File: src/rtl/controle_medicao_periodica.sv
// Periodic measurement controller for an HC-SR04 interface: issues a request every
// PERIODO cycles, waits for the reply with a timeout, and filters samples with a 4-tap moving average.
module controle_medicao_periodica #(
    parameter int W       = 12,
    parameter int PERIODO = 50000000,
    parameter int TIMEOUT = 2500000
) (
    input  logic         clock,
    input  logic         reset,
    input  logic         ligar,
    input  logic         pronto_medida,
    input  logic [W-1:0] distancia,
    output logic         medir,
    output logic [W-1:0] distancia_media,
    output logic         valido,
    output logic         erro,
    output logic [3:0]   conta_erros,
    output logic [3:0]   db_estado
);

    localparam int MAXC = (PERIODO > TIMEOUT) ? PERIODO : TIMEOUT;
    localparam int CW   = (MAXC > 2) ? $clog2(MAXC) : 1;
    localparam logic [CW-1:0] FIM_PERIODO = CW'(PERIODO - 1);
    localparam logic [CW-1:0] FIM_TIMEOUT = CW'(TIMEOUT - 1);

    // Encodings double as the debug display codes.
    typedef enum logic [3:0] {
        INICIAL  = 4'b0000,
        ESPERA   = 4'b0001,
        SOLICITA = 4'b0010,
        AGUARDA  = 4'b0011,
        ACUMULA  = 4'b0100,
        CALCULA  = 4'b0101,
        FALHA    = 4'b1110,
        FINAL    = 4'b1111
    } estado_t;

    estado_t estado_q, estado_d;

    logic [CW-1:0] conta_q, conta_d;
    logic [W-1:0]  amostra_q, amostra_d;
    logic [W-1:0]  w0_q, w0_d;
    logic [W-1:0]  w1_q, w1_d;
    logic [W-1:0]  w2_q, w2_d;
    logic [W-1:0]  w3_q, w3_d;
    logic [W+1:0]  soma_q, soma_d;
    logic [2:0]    n_amostras_q, n_amostras_d;
    logic [W-1:0]  media_q, media_d;
    logic          erro_q, erro_d;
    logic [3:0]    conta_erros_q, conta_erros_d;

    always_ff @(posedge clock or negedge reset) begin
        if (!reset) begin
            estado_q <= INICIAL;
        end else begin
            estado_q <= estado_d;
        end
    end

    // ligar is only looked at while idle or waiting, so an in-flight measurement always completes.
    always_comb begin
        estado_d = estado_q;
        case (estado_q)
            INICIAL: begin
                if (ligar) estado_d = ESPERA;
            end
            ESPERA: begin
                if (!ligar) begin
                    estado_d = INICIAL;
                end else if (conta_q == FIM_PERIODO) begin
                    estado_d = SOLICITA;
                end
            end
            SOLICITA: estado_d = AGUARDA;
            AGUARDA: begin
                if (pronto_medida) begin
                    estado_d = ACUMULA;
                end else if (conta_q == FIM_TIMEOUT) begin
                    estado_d = FALHA;
                end
            end
            ACUMULA: estado_d = CALCULA;
            CALCULA: estado_d = FINAL;
            FINAL:   estado_d = ESPERA;
            FALHA:   estado_d = ESPERA;
            default: estado_d = INICIAL;
        endcase
    end

    always_comb begin
        medir     = 1'b0;
        valido    = 1'b0;
        db_estado = 4'b1110;
        case (estado_q)
            INICIAL:  db_estado = 4'b0000;
            ESPERA:   db_estado = 4'b0001;
            SOLICITA: begin
                db_estado = 4'b0010;
                medir     = 1'b1;
            end
            AGUARDA:  db_estado = 4'b0011;
            ACUMULA:  db_estado = 4'b0100;
            CALCULA:  db_estado = 4'b0101;
            FINAL: begin
                db_estado = 4'b1111;
                valido    = (n_amostras_q == 3'd4);
            end
            FALHA:    db_estado = 4'b1110;
            default:  db_estado = 4'b1110;
        endcase
    end

    // Shared counter: period count in ESPERA, timeout count in AGUARDA, zero elsewhere,
    // so it is cleared on every entry to either state.
    always_comb begin
        conta_d       = '0;
        amostra_d     = amostra_q;
        w0_d          = w0_q;
        w1_d          = w1_q;
        w2_d          = w2_q;
        w3_d          = w3_q;
        soma_d        = soma_q;
        n_amostras_d  = n_amostras_q;
        media_d       = media_q;
        erro_d        = erro_q;
        conta_erros_d = conta_erros_q;
        case (estado_q)
            ESPERA: conta_d = conta_q + 1'b1;
            AGUARDA: begin
                conta_d = conta_q + 1'b1;
                if (pronto_medida) amostra_d = distancia;
            end
            ACUMULA: begin
                w0_d   = amostra_q;
                w1_d   = w0_q;
                w2_d   = w1_q;
                w3_d   = w2_q;
                // Running sum of the window: add the newcomer, drop the oldest.
                soma_d = soma_q + {2'b00, amostra_q} - {2'b00, w3_q};
                if (n_amostras_q != 3'd4) n_amostras_d = n_amostras_q + 3'd1;
            end
            CALCULA: begin
                if (n_amostras_q == 3'd4) media_d = soma_q[W+1:2];
                erro_d = 1'b0;
            end
            FALHA: begin
                erro_d = 1'b1;
                if (conta_erros_q != 4'hF) conta_erros_d = conta_erros_q + 4'd1;
            end
            default: ;
        endcase
    end

    always_ff @(posedge clock or negedge reset) begin
        if (!reset) begin
            conta_q       <= '0;
            amostra_q     <= '0;
            w0_q          <= '0;
            w1_q          <= '0;
            w2_q          <= '0;
            w3_q          <= '0;
            soma_q        <= '0;
            n_amostras_q  <= '0;
            media_q       <= '0;
            erro_q        <= 1'b0;
            conta_erros_q <= '0;
        end else begin
            conta_q       <= conta_d;
            amostra_q     <= amostra_d;
            w0_q          <= w0_d;
            w1_q          <= w1_d;
            w2_q          <= w2_d;
            w3_q          <= w3_d;
            soma_q        <= soma_d;
            n_amostras_q  <= n_amostras_d;
            media_q       <= media_d;
            erro_q        <= erro_d;
            conta_erros_q <= conta_erros_d;
        end
    end

    assign distancia_media = media_q;
    assign erro            = erro_q;
    assign conta_erros     = conta_erros_q;

endmodule

File: config.mk
export PLATFORM = sky130hd
export DESIGN_NAME = controle_medicao_periodica
export DESIGN_NICKNAME = d
export VERILOG_FILES = /design/src/rtl/controle_medicao_periodica.sv
export SDC_FILE = /design/constraint.sdc
export NUM_CORES = 1
export LEC_CHECK = 0
export ABC_AREA = 1
export CAP_MARGIN = 25
export CORE_MARGIN = 1.5
export CORE_UTILIZATION = 35
export DETAILED_ROUTE_END_ITERATION = 8
export GPL_ROUTABILITY_DRIVEN = 0
export PLACE_DENSITY = 0.63
export SETUP_SLACK_MARGIN = 0.2
export SLEW_MARGIN = 15
export SYNTH_ARGS = -nofsm -noshare
export SYNTH_HDL_FRONTEND = slang
export SYNTH_SLANG_ARGS = --single-unit
File: constraint.sdc
create_clock -name clock -period 2.4 [get_ports clock]
set_input_delay 0.48 -clock clock [delete_from_list [all_inputs] [get_ports clock]]
set_output_delay 0.48 -clock clock [all_outputs]
set_load 0.02 [all_outputs]
==> impl_results.md <==
* Critical Path RT at 1920 ps
* Fmax at around 470 MHz
* Worst Setup End Kind: output port
* Vias in the first global route at 5064
* Placement Rows at 50
* Setup violators final at 0
* Antenna diodes at 0
* Max-Cap Viols at 0
* Share of cells above drive strength 1 at approximately an eighth
* DRT antenna net count at 0
* IO Count at 39
* Crit-path slowest cell: clkdlybuf4s50_1
* Seq/Total Area, Yosys at 46.9%
* Routed vias at roughly 5200
* Crit path max fanout at 6
* Buf/Inv on CP at 2
* HP Class: primary input to async pin
* Final Skew at roughly 5.7 ps
* Critical path arrival at 1650 ps
* Total core area at 18600 sq um
* Root buffer cell: clkbuf_16
* Skew-Pair Late Insertion Delay at 410 ps
* Startpoint types: register
* Initial DRC count at approximately 320
* TritonRoute pass-1 iters at 6
* Fin crit period at between 2000 and 2500 ps
* Delay-heaviest family, CP: buffers and inverters
* Share of the synthesized area in the top cell type at 46.9%
* First-pass GRT wire length at 24300 microns
* Library cells used by synthesis at 37
* CTS tree: yes
* #FFs+latches synth at 124
* Synth area leader: dfrtp_1
* Outcome: completed
* Max Slew Vio Count at 0
* Num CTS Buffers at 17
* Sequential cell area at 3110 sq um
* Commonest cells after routing, fill and taps aside: nand2_1 (232), inv_1 (133), dfrtp_1 (122), nor2_1 (78), nand3_1 (37)
* Synthesized cell area at 6610 sq um
* Clock Sinks at 124
* Reg2reg path depth at 10
* Post-Syn Area per Cell at a little under 8 sq um
* Total number of H-tree levels at 4
* Chip height at around 140 microns
* Crit Path Class: register to output port
* PD cells at ~1600 nW/um^2
* Unrepaired setup endpoints after global routing: true
* Die footprint at 19700 sq um
* Multi-input logic area at 3040 sq um
* Worst-Margin Slew at 647 ps
* Leak at 3.91 nW
* Overall routing resource usage at between 10% and 20%
* Layout area overhead at 21.8%
* Hold Fails Final Rpt at 0
* R2R Setup Slk at 280 ps
* Via density at 4.60
* Clk pin slew, worst setup/hold paths at ~50 ps
* Layout fillers at 1840
* Syn Inst Count at 841
* CTS Buffer Depth at 2
* Critical-path cell list: nor2_4 -> inv_1 -> clkdlybuf4s50_1
* Sum Neg Setup Slack at 0 ps
* Worst R2R End: soma_q[5]$_DFFE_PN0P_
* Layout Utilization at 43.2%
* Rel. slew slack at 56.9%
* Final nets at around 940
* Leading cell type in the layout, fill and taps excluded: nand2_1
* Slowest stage delay, CP at 540 ps
* Syn Nets at between 800 and 900
* Wire per inst at 12.6 microns
* Drt total wl at about 14000 microns
* Period Utilization, post-route at approximately 90%
* Die width at 140 microns
* Peak supply drop at 0.735 mV
* Initial antenna violation count at 0
* Largest net degree at the start of global routing at slightly above 70
* GR Overflow Total at 0
* Ranking of synthesized cells by area: dfrtp_1 (47%), nand2_1 (14%), inv_1 (8.1%)
* DP HPWL at 10100 microns
* PortBufs at 38
* R2R Path Start: amostra_q[2]$_DFFE_PN0P_
* YS warnings at 0
* Residual DRC at 0
* Starting density of the core at 35.5%
## metal layers
metal  up-vias  part of all wire, %  GRT usage (%)
met5         -                    0              0
met3        13                  4.3           3.52
met2        89                   45           24.0
met1      2436                   50           21.5
met4         0                 0.96           4.28
li1       2702                    -              -
## logic make-up (layout without fill, tap and decap cells)
family | after synthesis | count (layout) | share of synthesized area [%]
AND/OR/NAND/NOR | 395 | 395 | 24.7
buffers and inverters | 167 | 230 | 10.1
flip-flops | 124 | 124 | 46.9
AO/OA/AOI/OAI | 110 | 110 | 9.18
adder cells (fa/ha/maj) | 30 | 30 | 7.04
XOR/XNOR | 14 | 14 | 1.85
multiplexers | 1 | 1 | 0.227
## stage by stage
step / power (W) / area, sq um / cells / hold slack (ps) / setup WS [ps]
floorplan: 0.00753 / 6610 / 841 / 184 / 317
global placement: 0.00883 / 7280 / 1103 / 453 / 195
detailed placement: 0.00891 / 7280 / 1103 / 459 / 136
CTS: 0.0116 / 7880 / 1134 / 25.4 / 205
global route: 0.0137 / 8060 / 1138 / 46.5 / 137
finish: 0.0126 / 8060 / 1138 / 22.0 / 268
## how the worst max path moves through the flow
| stage | from | depth (start not counted) | end |
|---|---|---|---|
| after global placement | amostra_q[2]$_DFFE_PN0P_ | 11 | soma_q[9]$_DFFE_PN0P_ |
| after floorplan | amostra_q[2]$_DFFE_PN0P_ | 11 | soma_q[13]$_DFFE_PN0P_ |
| final | estado_q[2]$_DFFE_PN0P_ | 3 | db_estado[2] |
| after global routing | amostra_q[6]$_DFFE_PN0P_ | 13 | soma_q[12]$_DFFE_PN0P_ |
| after detailed placement | amostra_q[1]$_DFFE_PN0P_ | 9 | soma_q[6]$_DFFE_PN0P_ |
| after CTS | amostra_q[5]$_DFFE_PN0P_ | 12 | soma_q[12]$_DFFE_PN0P_ |
## flip-flops by register name, indices dropped and copies added, names as in the netlist
signal / count
w2_q: 12
w0_q: 12
conta_erros: 4
conta_q: 26
distancia_media: 12
soma_q: 14
w3_q: 12
w1_q: 12
n_amostras_q: 3
amostra_q: 12
erro: 1
estado_q: 4
## where the power goes
group	internal [W]	switching, W
Sequential	0.00276	0.000378
Combinational	0.00289	0.00403
Clock	0.00160	0.000902
Total	0.00724	0.00531
## layout make-up
class / instances / share of cell area [%]
clock buffers: 24 / 5.98
clock inverters: 7 / 1.10
inverters: 147 / 6.85
repair buffers: 52 / 6.13
well taps: 234 / 3.63
flip-flops and latches: 124 / 38.5
multi-input cells: 550 / 37.8
## what timing repair did
action / CTS / global route
pin swaps: 0 / 5
buffers inserted: 0 / 4
endpoints found under the hold margin: 0 / 0
setup endpoints to repair: 12 / 10
hold buffers: 0 / 0
gates resized for setup: 11 / 39
## cell usage after synthesis, drive strengths merged
| cell | n |
|---|---|
| nor3 | 11 |
| xnor2 | 7 |
| nor2 | 87 |
| inv | 147 |
| buf | 11 |
| mux2 | 1 |
| o21bai | 4 |
| a211oi | 2 |
| clkbuf | 9 |
| nand2 | 241 |
| dfrtp | 124 |
| ha | 18 |
| nand3b | 4 |
| o21a | 1 |
| o21ai | 71 |
| xor2 | 7 |
| fa | 12 |
| a41oi | 1 |
| nor4 | 2 |
| and2 | 1 |
| nand4 | 9 |
| a21oi | 30 |
| nand3 | 38 |
| or2 | 2 |
| a31oi | 1 |
Note: power is estimated with default switching activity, not from simulation.
